File: config.mk
export PLATFORM = sky130hd
export DESIGN_NAME = key_debouncer
export DESIGN_NICKNAME = d
export VERILOG_FILES = /design/src/rtl/stopwatch_pkg.sv /design/src/rtl/sync_2ff.sv /design/src/rtl/key_debouncer.sv
export SDC_FILE = /design/constraint.sdc
export NUM_CORES = 1
export LEC_CHECK = 0
export CORE_UTILIZATION = 53
export CTS_CLUSTER_SIZE = 10
export DETAILED_ROUTE_END_ITERATION = 6
export MAX_ROUTING_LAYER = met4
export PLACE_DENSITY_LB_ADDON = 0.05
export SETUP_SLACK_MARGIN = 0.4
export SYNTH_ARGS = -nofsm -noshare
export SYNTH_HDL_FRONTEND = slang
export SYNTH_HIERARCHICAL = 1
export SYNTH_SLANG_ARGS = --single-unit
export TNS_END_PERCENT = 10
File: constraint.sdc
create_clock -name clk -period 2 [get_ports clk]
set_clock_uncertainty 0.05 [all_clocks]
set_input_delay 0.4 -clock clk [delete_from_list [all_inputs] [get_ports clk]]
set_output_delay 0.4 -clock clk [all_outputs]
set_load 0.03 [all_outputs]
File: src/rtl/stopwatch_pkg.sv
`default_nettype none
// ============================================================================
// Module      : stopwatch_pkg
// Description : Shared types and constants for the stopwatch front end:
//               debouncer FSM state encoding and default debounce / long-press
//               cycle counts for board and simulation builds.
// Revision    : 1.0 - initial release
// ============================================================================
package stopwatch_pkg;

  // Press/release FSM state encoding
  typedef enum logic [1:0] {
    IDLE      = 2'd0,
    CHK_PRESS = 2'd1,
    PRESSED   = 2'd2,
    CHK_REL   = 2'd3
  } key_state_e;

  // Board build: 20000 cycles of stability, 1000000 cycles for a long press
  localparam int unsigned c_debounce_cycles_board = 20000;
  localparam int unsigned c_long_cycles_board     = 1000000;

  // Simulation build: short counts so corner cases are quick to exercise
  localparam int unsigned c_debounce_cycles_sim   = 4;
  localparam int unsigned c_long_cycles_sim       = 10;

endpackage
`default_nettype wire

File: src/rtl/sync_2ff.sv
`default_nettype none
// ============================================================================
// Module      : sync_2ff
// Description : Two-flop synchroniser for a single asynchronous input bit.
//               Both flops reset asynchronously (active low) to 0.
// Revision    : 1.0 - initial release
// ============================================================================
module sync_2ff (
  input  logic clk,
  input  logic rst_n,
  input  logic d,
  output logic q
);

  logic r_meta;
  logic r_sync;

  // First flop may go metastable; second flop gives it a cycle to settle
  always_ff @(posedge clk or negedge rst_n) begin
    if (!rst_n) begin
      r_meta <= 1'b0;
      r_sync <= 1'b0;
    end else begin
      r_meta <= d;
      r_sync <= r_meta;
    end
  end

  assign q = r_sync;

endmodule
`default_nettype wire

File: src/rtl/key_debouncer.sv
`default_nettype none
// ============================================================================
// Module      : key_debouncer
// Description : Debounces one raw push-button into a clean level (key_out)
//               with a one-cycle key_changed pulse on every toggle.
//               Two-flop synchroniser, stability counter and a four-state
//               press/release FSM. Defining KEY_LONG_PRESS_EN adds a
//               long_press output that pulses once per press after key_out
//               has been high for LONG_CYCLES cycles.
// Revision    : 1.0 - initial release
// ============================================================================
module key_debouncer
  import stopwatch_pkg::*;
#(
  parameter int unsigned DEBOUNCE_CYCLES = 20000,
  parameter int unsigned LONG_CYCLES     = 1000000,
`ifdef KEY_LONG_PRESS_EN
  parameter int unsigned CNT_W           = $clog2(LONG_CYCLES + 1)
`else
  parameter int unsigned CNT_W           = $clog2(DEBOUNCE_CYCLES + 1)
`endif
) (
  input  logic clk,
  input  logic rst_n,
  input  logic key_in,
  output logic key_out,
  output logic key_changed
`ifdef KEY_LONG_PRESS_EN
  ,
  output logic long_press
`endif
);

  localparam logic [CNT_W-1:0] c_cnt_zero = '0;
  localparam logic [CNT_W-1:0] c_cnt_one  = CNT_W'(1);
  localparam logic [CNT_W-1:0] c_cnt_max  = {CNT_W{1'b1}};
  localparam logic [CNT_W-1:0] c_deb_last = CNT_W'(DEBOUNCE_CYCLES - 1);

  // Illegal configurations stop elaboration rather than build a broken counter
  if (DEBOUNCE_CYCLES < 2) begin : g_chk_debounce
    $error("key_debouncer: DEBOUNCE_CYCLES must be at least 2");
  end
  if (LONG_CYCLES < 2) begin : g_chk_long
    $error("key_debouncer: LONG_CYCLES must be at least 2");
  end

  logic       w_key_s;
  key_state_e r_state;
  key_state_e w_state_nxt;
  logic [CNT_W-1:0] r_cnt;
  logic [CNT_W-1:0] w_cnt_nxt;
  logic       r_key_out;
  logic       w_key_out_nxt;
  logic       r_key_changed;

  sync_2ff u_sync (
    .clk   (clk),
    .rst_n (rst_n),
    .d     (key_in),
    .q     (w_key_s)
  );

  // State, stability counter and debounced level; key_changed marks a toggle
  always_ff @(posedge clk or negedge rst_n) begin
    if (!rst_n) begin
      r_state       <= IDLE;
      r_cnt         <= c_cnt_zero;
      r_key_out     <= 1'b0;
      r_key_changed <= 1'b0;
    end else begin
      r_state       <= w_state_nxt;
      r_cnt         <= w_cnt_nxt;
      r_key_out     <= w_key_out_nxt;
      r_key_changed <= (w_key_out_nxt != r_key_out);
    end
  end

  // Next state: any opposite sample in a CHK state restarts from scratch
  always_comb begin
    w_state_nxt   = r_state;
    w_cnt_nxt     = r_cnt;
    w_key_out_nxt = r_key_out;
    case (r_state)
      IDLE: begin
        w_cnt_nxt = c_cnt_zero;
        if (w_key_s) begin
          w_state_nxt = CHK_PRESS;
          w_cnt_nxt   = c_cnt_one;
        end
      end
      CHK_PRESS: begin
        if (!w_key_s) begin
          w_state_nxt = IDLE;
          w_cnt_nxt   = c_cnt_zero;
        end else if (r_cnt == c_deb_last) begin
          w_state_nxt   = PRESSED;
          w_key_out_nxt = 1'b1;
          w_cnt_nxt     = c_cnt_zero;
        end else if (r_cnt != c_cnt_max) begin
          w_cnt_nxt = r_cnt + c_cnt_one;
        end
      end
      PRESSED: begin
        if (!w_key_s) begin
          w_state_nxt = CHK_REL;
          w_cnt_nxt   = c_cnt_one;
        end
      end
      CHK_REL: begin
        if (w_key_s) begin
          w_state_nxt = PRESSED;
          w_cnt_nxt   = c_cnt_zero;
        end else if (r_cnt == c_deb_last) begin
          w_state_nxt   = IDLE;
          w_key_out_nxt = 1'b0;
          w_cnt_nxt     = c_cnt_zero;
        end else if (r_cnt != c_cnt_max) begin
          w_cnt_nxt = r_cnt + c_cnt_one;
        end
      end
      default: begin
        w_state_nxt   = IDLE;
        w_cnt_nxt     = c_cnt_zero;
        w_key_out_nxt = 1'b0;
      end
    endcase
  end

  assign key_out     = r_key_out;
  assign key_changed = r_key_changed;

`ifdef KEY_LONG_PRESS_EN
  localparam logic [CNT_W-1:0] c_long_last = CNT_W'(LONG_CYCLES - 1);

  logic [CNT_W-1:0] r_long_cnt;
  logic             r_long_fired;
  logic             r_long_press;

  // Long-press timer runs while key_out is high (release bounces included),
  // saturates, fires once, and re-arms only when key_out returns low
  always_ff @(posedge clk or negedge rst_n) begin
    if (!rst_n) begin
      r_long_cnt   <= c_cnt_zero;
      r_long_fired <= 1'b0;
      r_long_press <= 1'b0;
    end else if (!r_key_out) begin
      r_long_cnt   <= c_cnt_zero;
      r_long_fired <= 1'b0;
      r_long_press <= 1'b0;
    end else begin
      r_long_press <= 1'b0;
      if (r_long_cnt != c_long_last) begin
        r_long_cnt <= r_long_cnt + c_cnt_one;
      end else if (!r_long_fired) begin
        r_long_press <= 1'b1;
        r_long_fired <= 1'b1;
      end
    end
  end

  assign long_press = r_long_press;
`endif

endmodule
`default_nettype wire

==> run_results.csv, run 1 <==
group,metric,value,unit
outcome,status,"finished, final reports clean",
yosys,synth_nets,133,
floorplan,dieWidth,50.08,um
placement,gp_congestion,0.8933,
drt,avgViaCountPerCell,6.448,
pwr,p_leak,0.0005512,uW
global_routing,grt_usage,0.2532,
finish,areaGrowthSynthToFinish,19.71,%
drt,detail_route.first_pass.iterations,4,
clocking,clock_path_buffers,2,
yosys,seq_area_frac_synth,0.4290,
timing,finalSetupTns,0,ps
finish,final_common_cell,"dfrtp_1",
drt,route.detailed.drc,0,
critical_path,cp-end-kind,"flop",
clocking,cts-hold-fix-buffers,0,
placement,port_buffers,4,
finish,regArea,528.0,um2
placement,place_inst,167,
yosys,synth.avg_cell_area,9.496,um2
critical_path,crit_path_max_incr_delay,540,ps
finish,num_antenna_cells,0,
timing,setup_viol,0,
worst_hold_path,hp-class,"reg -> reg",
global_routing,grt_pass1_wl,4685,um
critical_path,slowest_stage,"or4_4",
clocking,numCtsBuffers,3,
timing,finalHoldViolCount,0,
floorplan,die-area,0.002508,mm2
pwr,ir_worst_vdd,392.6,uV
clocking,h-tree-depth,1,
pwr,p_clk_frac,0.296,
floorplan,start_util,0.5591,
critical_path,worstPathCellList,"nand3_1 > or4_4 > or4_4 > a21oi_2",
floorplan,rows,17,
timing,fin_crit,1817,ps
drt,vias,1122,
yosys,syn-instance-count,129,
finish,layout_common_cells,"dfrtp_1, buf_4, o21ai_0",
yosys,synth-edff-count,0,
placement,dpl.hpwl,2026,um
yosys,ys_ff_latch,21,
floorplan,ioPinCount,5,
clocking,cts_tree,"done",
finish,fin_nets,151,
critical_path,crit_path_start_kind,"flop",
finish,fin_util,0.6693,
pwr,p_int,528.4,uW
critical_path,critPathMostFrequentCell,"or4_4",
finish,design_area,0.001466,mm2
timing,final.period_utilization,0.9087,
pwr,p_sw_frac,0.2262,
finish,multi_input_area,691.9,um2
pwr,p_switching,154.5,uW
floorplan,core,0.002191,mm2
pwr,seqPwrFrac,0.637,
drt,drtIter0Drc,27,
finish,drive_gt1_frac,0.2534,
clocking,cts_root_buf,"clkbuf_4",
drt,drt_wl_total,2864,um
finish,fillers,175,
clocking,insertion_delay,300,ps
global_routing,antenna_found_initial,0,
timing,fmax,550.2,MHz
clocking,cts_sinks,21,
pwr,combPwrFrac,0.066,
critical_path,path_max_fanout,4,
critical_path,critPathArrivalTime,2010,ps
yosys,synth-async-reset-ratio,1.000,
global_routing,grt_pass1_vias,1032,
placement,place_area,0.001356,mm2
flow_run,drv_cap,0,
timing,slew_violations,0,
pwr,p_total,682.9,uW
global_routing,grt.overflow.total,0,
timing,rsz0062_at_grt,"yes",
drt,drtAntennaViolNets,0,
drt,wl_per_cell,16.46,um
critical_path,cp.required,2190,ps
global_routing,grt_max_degree,22,
yosys,ys_types,40,
finish,fin_cells,174,
clocking,clk_pin_slew,110,ps
yosys,yosys_warnings,6,
critical_path,worstSetupPathType,"reg -> reg",
yosys,synth_flop_cell,"dfrtp_1",
pwr,power_density,465.7,mW/mm2
yosys,syn_area,0.001225,mm2
floorplan,die_h,50.08,um
timing,worst_slew_margin_rel,0.7319,
timing,tightest_slew,399.1,ps
==> power groups by stage <==
stage               clock network [uW]  logic (uW)  registers, uW
finish                             202        45.3            435
global route                       222        52.1            436
CTS                                213        45.8            435
detailed placement                   0        43.3            442
global placement                     0        41.6            442
floorplan                            0        21.6            441
==> stage by stage <==
| step | hold WS [ps] | worst slack [ps] |
|---|---|---|
| finish | 316.1 | 182.6 |
| global route | 326.2 | 107.1 |
| CTS | 322.6 | 187.2 |
| detailed placement | 285.5 | 101.7 |
| global placement | 281.8 | 139.1 |
| floorplan | 54.41 | 165.6 |
==> critical path, delay by kind of cell, from the launching register on <==
kind,cells,cell delay (ps)
simple gates,3,1150
flops,1,440
compound gates,1,120
==> layout make-up <==
class,instances,area share
Clock buffer,4,0.01792
Inverter,5,0.01280
Multi-Input combinational cell,95,0.4718
Sequential cell,21,0.3601
Tap cell,28,0.02389
Timing Repair Buffer,21,0.1135
==> Yosys cell counts (all sizes together), types with 2 or more instances <==
master   number  share of area
buf           3          0.025
nand3b        3          0.018
a41o          2          0.016
dfrtp        21           0.43
a31oi         3          0.015
nor4          4          0.026
a211oi        2          0.012
nand2         8          0.025
nor4b         2          0.014
o2111ai       2          0.014
nor3          3          0.012
nand4         7          0.036
a311oi        2          0.014
and2          3          0.015
o21ai        11          0.045
or3           2          0.010
or4           2          0.018
nor2          3         0.0092
a21oi        11          0.048
clkbuf        5          0.015
and4          6          0.043
inv           5          0.015
and3          3          0.015
nand3         3          0.012
==> timing repair <==
| item | in CTS | in global routing |
|---|---|---|
| gates resized for setup | 9 | 6 |
| setup buffers | 1 | 2 |
| pin swaps | 3 | 1 |
| endpoints found under the setup margin | 21 | 19 |
==> routing by layer <==
metal,wire length [um],vias to the layer above,track usage
met4,31,0,0.08571
met1,1364,539,0.3333
met3,119,5,0.03395
met2,1348,39,0.3978
li1,-,539,-
met5,0,-,-
==> flip-flops by register name, summed over array words and instances, names as in the netlist, named ones only <==
name / flops
r_cnt: 15
key_changed: 1
u_sync/r_meta: 1
u_sync/q: 1
key_out: 1
r_state: 1
==> logic make-up after synthesis <==
family / count (synthesis) / share of synthesized area
buf+inv: 13 / 0.05516
simple gates: 54 / 0.2891
mux: 1 / 0.009192
flops: 21 / 0.4290
compound gates: 37 / 0.1931
fa+ha+maj: 1 / 0.01021
xor+xnor: 2 / 0.01430
==> worst paths after layout <==
kind | start | endpoint | slack (ps) | cells past startpoint
hold reg to reg | u_sync/r_meta$_DFF_PN0_ | u_sync/q$_DFF_PN0_ | 320 | 0
min in group asynchronous | rst_n | key_changed$_DFF_PN0_ | 370 | 2
max in group asynchronous | rst_n | r_cnt[5]$_DFFE_PN0P_ | 1300 | 2
setup / recovery | r_cnt[1]$_DFFE_PN0P_ | r_cnt[13]$_DFFE_PN0P_ | 180 | 4
setup reg to reg | r_cnt[1]$_DFFE_PN0P_ | r_cnt[13]$_DFFE_PN0P_ | 180 | 4
hold / removal | u_sync/r_meta$_DFF_PN0_ | u_sync/q$_DFF_PN0_ | 320 | 0
(Power assumes the default switching activity.)
==> run 2, diff against run 1 <==
- CTS_CLUSTER_DIAMETER: unset -> 50
==> results of run 2 <==
No change in the layout: final DEF, timing and power equal those of run 1.
==> edit, RTL diff (settings of run 1) <==
Set the parameter `DEBOUNCE_CYCLES` to 40000 (it was 20000).
--- a/src/rtl/key_debouncer.sv
+++ b/src/rtl/key_debouncer.sv
@@ -14,3 +14,3 @@
 #(
-  parameter int unsigned DEBOUNCE_CYCLES = 20000,
+  parameter int unsigned DEBOUNCE_CYCLES = 40000,
   parameter int unsigned LONG_CYCLES     = 1000000,
Formal check against the unedited RTL: same outputs for any inputs over 10 cycles, from zero or initial values and one cycle with rst_n low; that may be too few to reach the edited logic, so the function may still have changed.
==> edit against run 1 <==
Setup slack lost 42 ps; critical path depth is 2 higher; routed wire length grew 11%; synthesized cell count grew 3.1%; total power grew 3.6%; area after synthesis grew 2.2%; die area rose by 2.1%; sequential cell count grew 1; design area grew 6.8%; fmax decreased by 2.2%.
==> edit: results (changes against run 1) <==
* Status: completed (unchanged)
* Syn nets at 137 (was 133)
* Vias post-DR at 1,189 (was 1,122)
* Clock power share at 28.1% (was 29.6%)
* Share of layout cells above drive strength 1 at 27.0% (was 25.3%)
* Fillers at 178 (was 175)
* DRT Pass-1 Iters at 4 (unchanged)
* Remaining global-route overflow at 0 (unchanged)
* First-pass GRT wire length at 5220 um (was 4690 um)
* Vias in the first global route at 1,161 (was 1,032)
* GRT Total Usage at 27.9% (was 25.3%)
* Worst-path clk slew at 130 ps (was 110 ps)
* PortBufs at 4 (unchanged)
* Sw Pwr at 0.165 mW (was 0.154 mW)
* Nets at 169 (was 151)
* Slew margin rel. at 76.1% (was 73.2%)
* Biggest register: r_cnt (unchanged)
* Top post-synthesis cells by area: dfrtp_1 44%, nor2_1 3.6%, nand4_1 3.5%, xnor2_1 3.5%, nand3_1 3.2% (was dfrtp_1 43%, o21ai_0 4.5%, and4_1 4.3%, a21oi_1 4.1%, nand4_1 3.6%)
* Skew-Pair Late Insertion Delay at 300 ps (about the same)
* Largest fanout on the critical path at 8 (was 4)
* H-tree depth reported by CTS at 1 (unchanged)
* Unique masters post-synth at 45 (was 40)
* Top cells by count, synth: 22 x dfrtp_1, 12 x nor2_1, 9 x nand2_1 (was 21 x dfrtp_1, 11 x o21ai_0, 10 x a21oi_1)
* Antenna violations before repair at 0 (unchanged)
* Clk root buf: clkbuf_4 (unchanged)
* Worst-case clock buffer depth at 2 (unchanged)
* CTS buffer count at 3 (unchanged)
* Leak Pwr at 0.665 nW (was 0.551 nW)
* DRT iter0 DRCs at 39 (was 27)
* Max VDD drop at 713 uV (was 393 uV)
* Number of flip-flops in the largest register at 16 (was 15)
* Asr flop ratio synth at 100% (unchanged)
* Gpl congestion at 1.01 (was 0.893)
* Diodes inserted at 0 (unchanged)
* Hpwl dp at 2160 um (was 2030 um)
* Detailed-route wire length at 3170 um (was 2860 um)
* Type of the worst min-delay path: register to register (unchanged)
* Yosys warns at 6 (unchanged)
* Arrival time at the worst endpoint at 1990 ps (was 2010 ps)
* Largest net degree at the start of global routing at 23 (was 22)
* Seq/Total Area, Yosys at 44.0% (was 42.9%)
* Most common flop cell mapped by yosys: dfrtp_1 (unchanged)
[edit: cell count changes in the layout (fill, tap and decap cells not counted), moves of 5 or more]
cell	run 1	this run
buf_4	17	27
nor2_1	3	12
nor4_1	0	6
a21oi_1	10	5
nand3_1	3	8
o21ai_0	11	6
[edit: through the flow]
stage	cells	hold WS (ps)	utilization, %	area, sq um	setup WS [ps]
finish	191	317	70.8	1570	141
global route	191	322	70.8	1570	49.2
CTS	186	330	68.5	1520	130
detailed placement	177	286	65.0	1440	69.7
global placement	177	290	65.0	1440	138
floorplan	133	54.4	-	1260	138
[edit: cells by family after synthesis]
family | after synthesis | synth area share [%]
simple gates | 61 | 29.6
compound gates | 31 | 16.2
flops | 22 | 44.0
buf+inv | 10 | 3.10
xor+xnor | 6 | 4.20
mux | 2 | 2.00
fa+ha+maj | 1 | 0.999
[edit: critical path, cell delays in order (launching register included)]
cell	delay [ps]
dfrtp_1	420
or4_4	560
nor4_4	200
buf_4	180
nor2_4	60
nor2_2	200
nor2_1	90
[edit: cell type report]
type / instances / area [sq um] / area share, %
Multi-Input combinational cell: 102 / 697 / 44.5
Sequential cell: 22 / 551 / 35.1
Timing Repair Buffer: 31 / 243 / 15.5
Tap cell: 28 / 35.0 / 2.24
Clock buffer: 3 / 22.5 / 1.44
Inverter: 5 / 18.8 / 1.20
[edit: path summary, 6_finish.rpt]
kind / from / end / slack [ps] / cells past startpoint
max: r_cnt[8] / r_cnt[15] / 140 / 6
min: u_sync/r_meta / u_sync/q / 320 / 0
max reg2reg: r_cnt[8] / r_cnt[15] / 140 / 6
min reg2reg: u_sync/r_meta / u_sync/q / 320 / 0
max in group asynchronous: rst_n / r_cnt[11] / 1280 / 2
min in group asynchronous: rst_n / r_cnt[5] / 380 / 2
[edit: layer usage]
metal	share of wire, %	vias to the layer above	routed length, um	GRT usage (%)
li1	-	566	-	-
met1	43	561	1350	35.5
met2	49	54	1540	45.1
met3	6.6	8	208	3.94
met4	2.3	0	72	10.6
met5	0	-	0	-
[edit: power by group through the flow]
stage / sequential [mW] / clock, mW / combinational (mW)
floorplan: 0.463 / 0 / 0.0245
global placement: 0.464 / 0 / 0.0437
detailed placement: 0.464 / 0 / 0.0454
CTS: 0.455 / 0.212 / 0.0504
global route: 0.457 / 0.228 / 0.0584
finish: 0.456 / 0.199 / 0.0525
[edit: timing repair]
| action | CTS | global route |
|---|---|---|
| endpoints found under the hold margin | 0 | 0 |
| resized for setup | 3 | 2 |
| pin swaps | 2 | 6 |
| cloned | 0 | 1 |
| setup buffers | 6 | 4 |
| setup endpoints to repair | 22 | 22 |
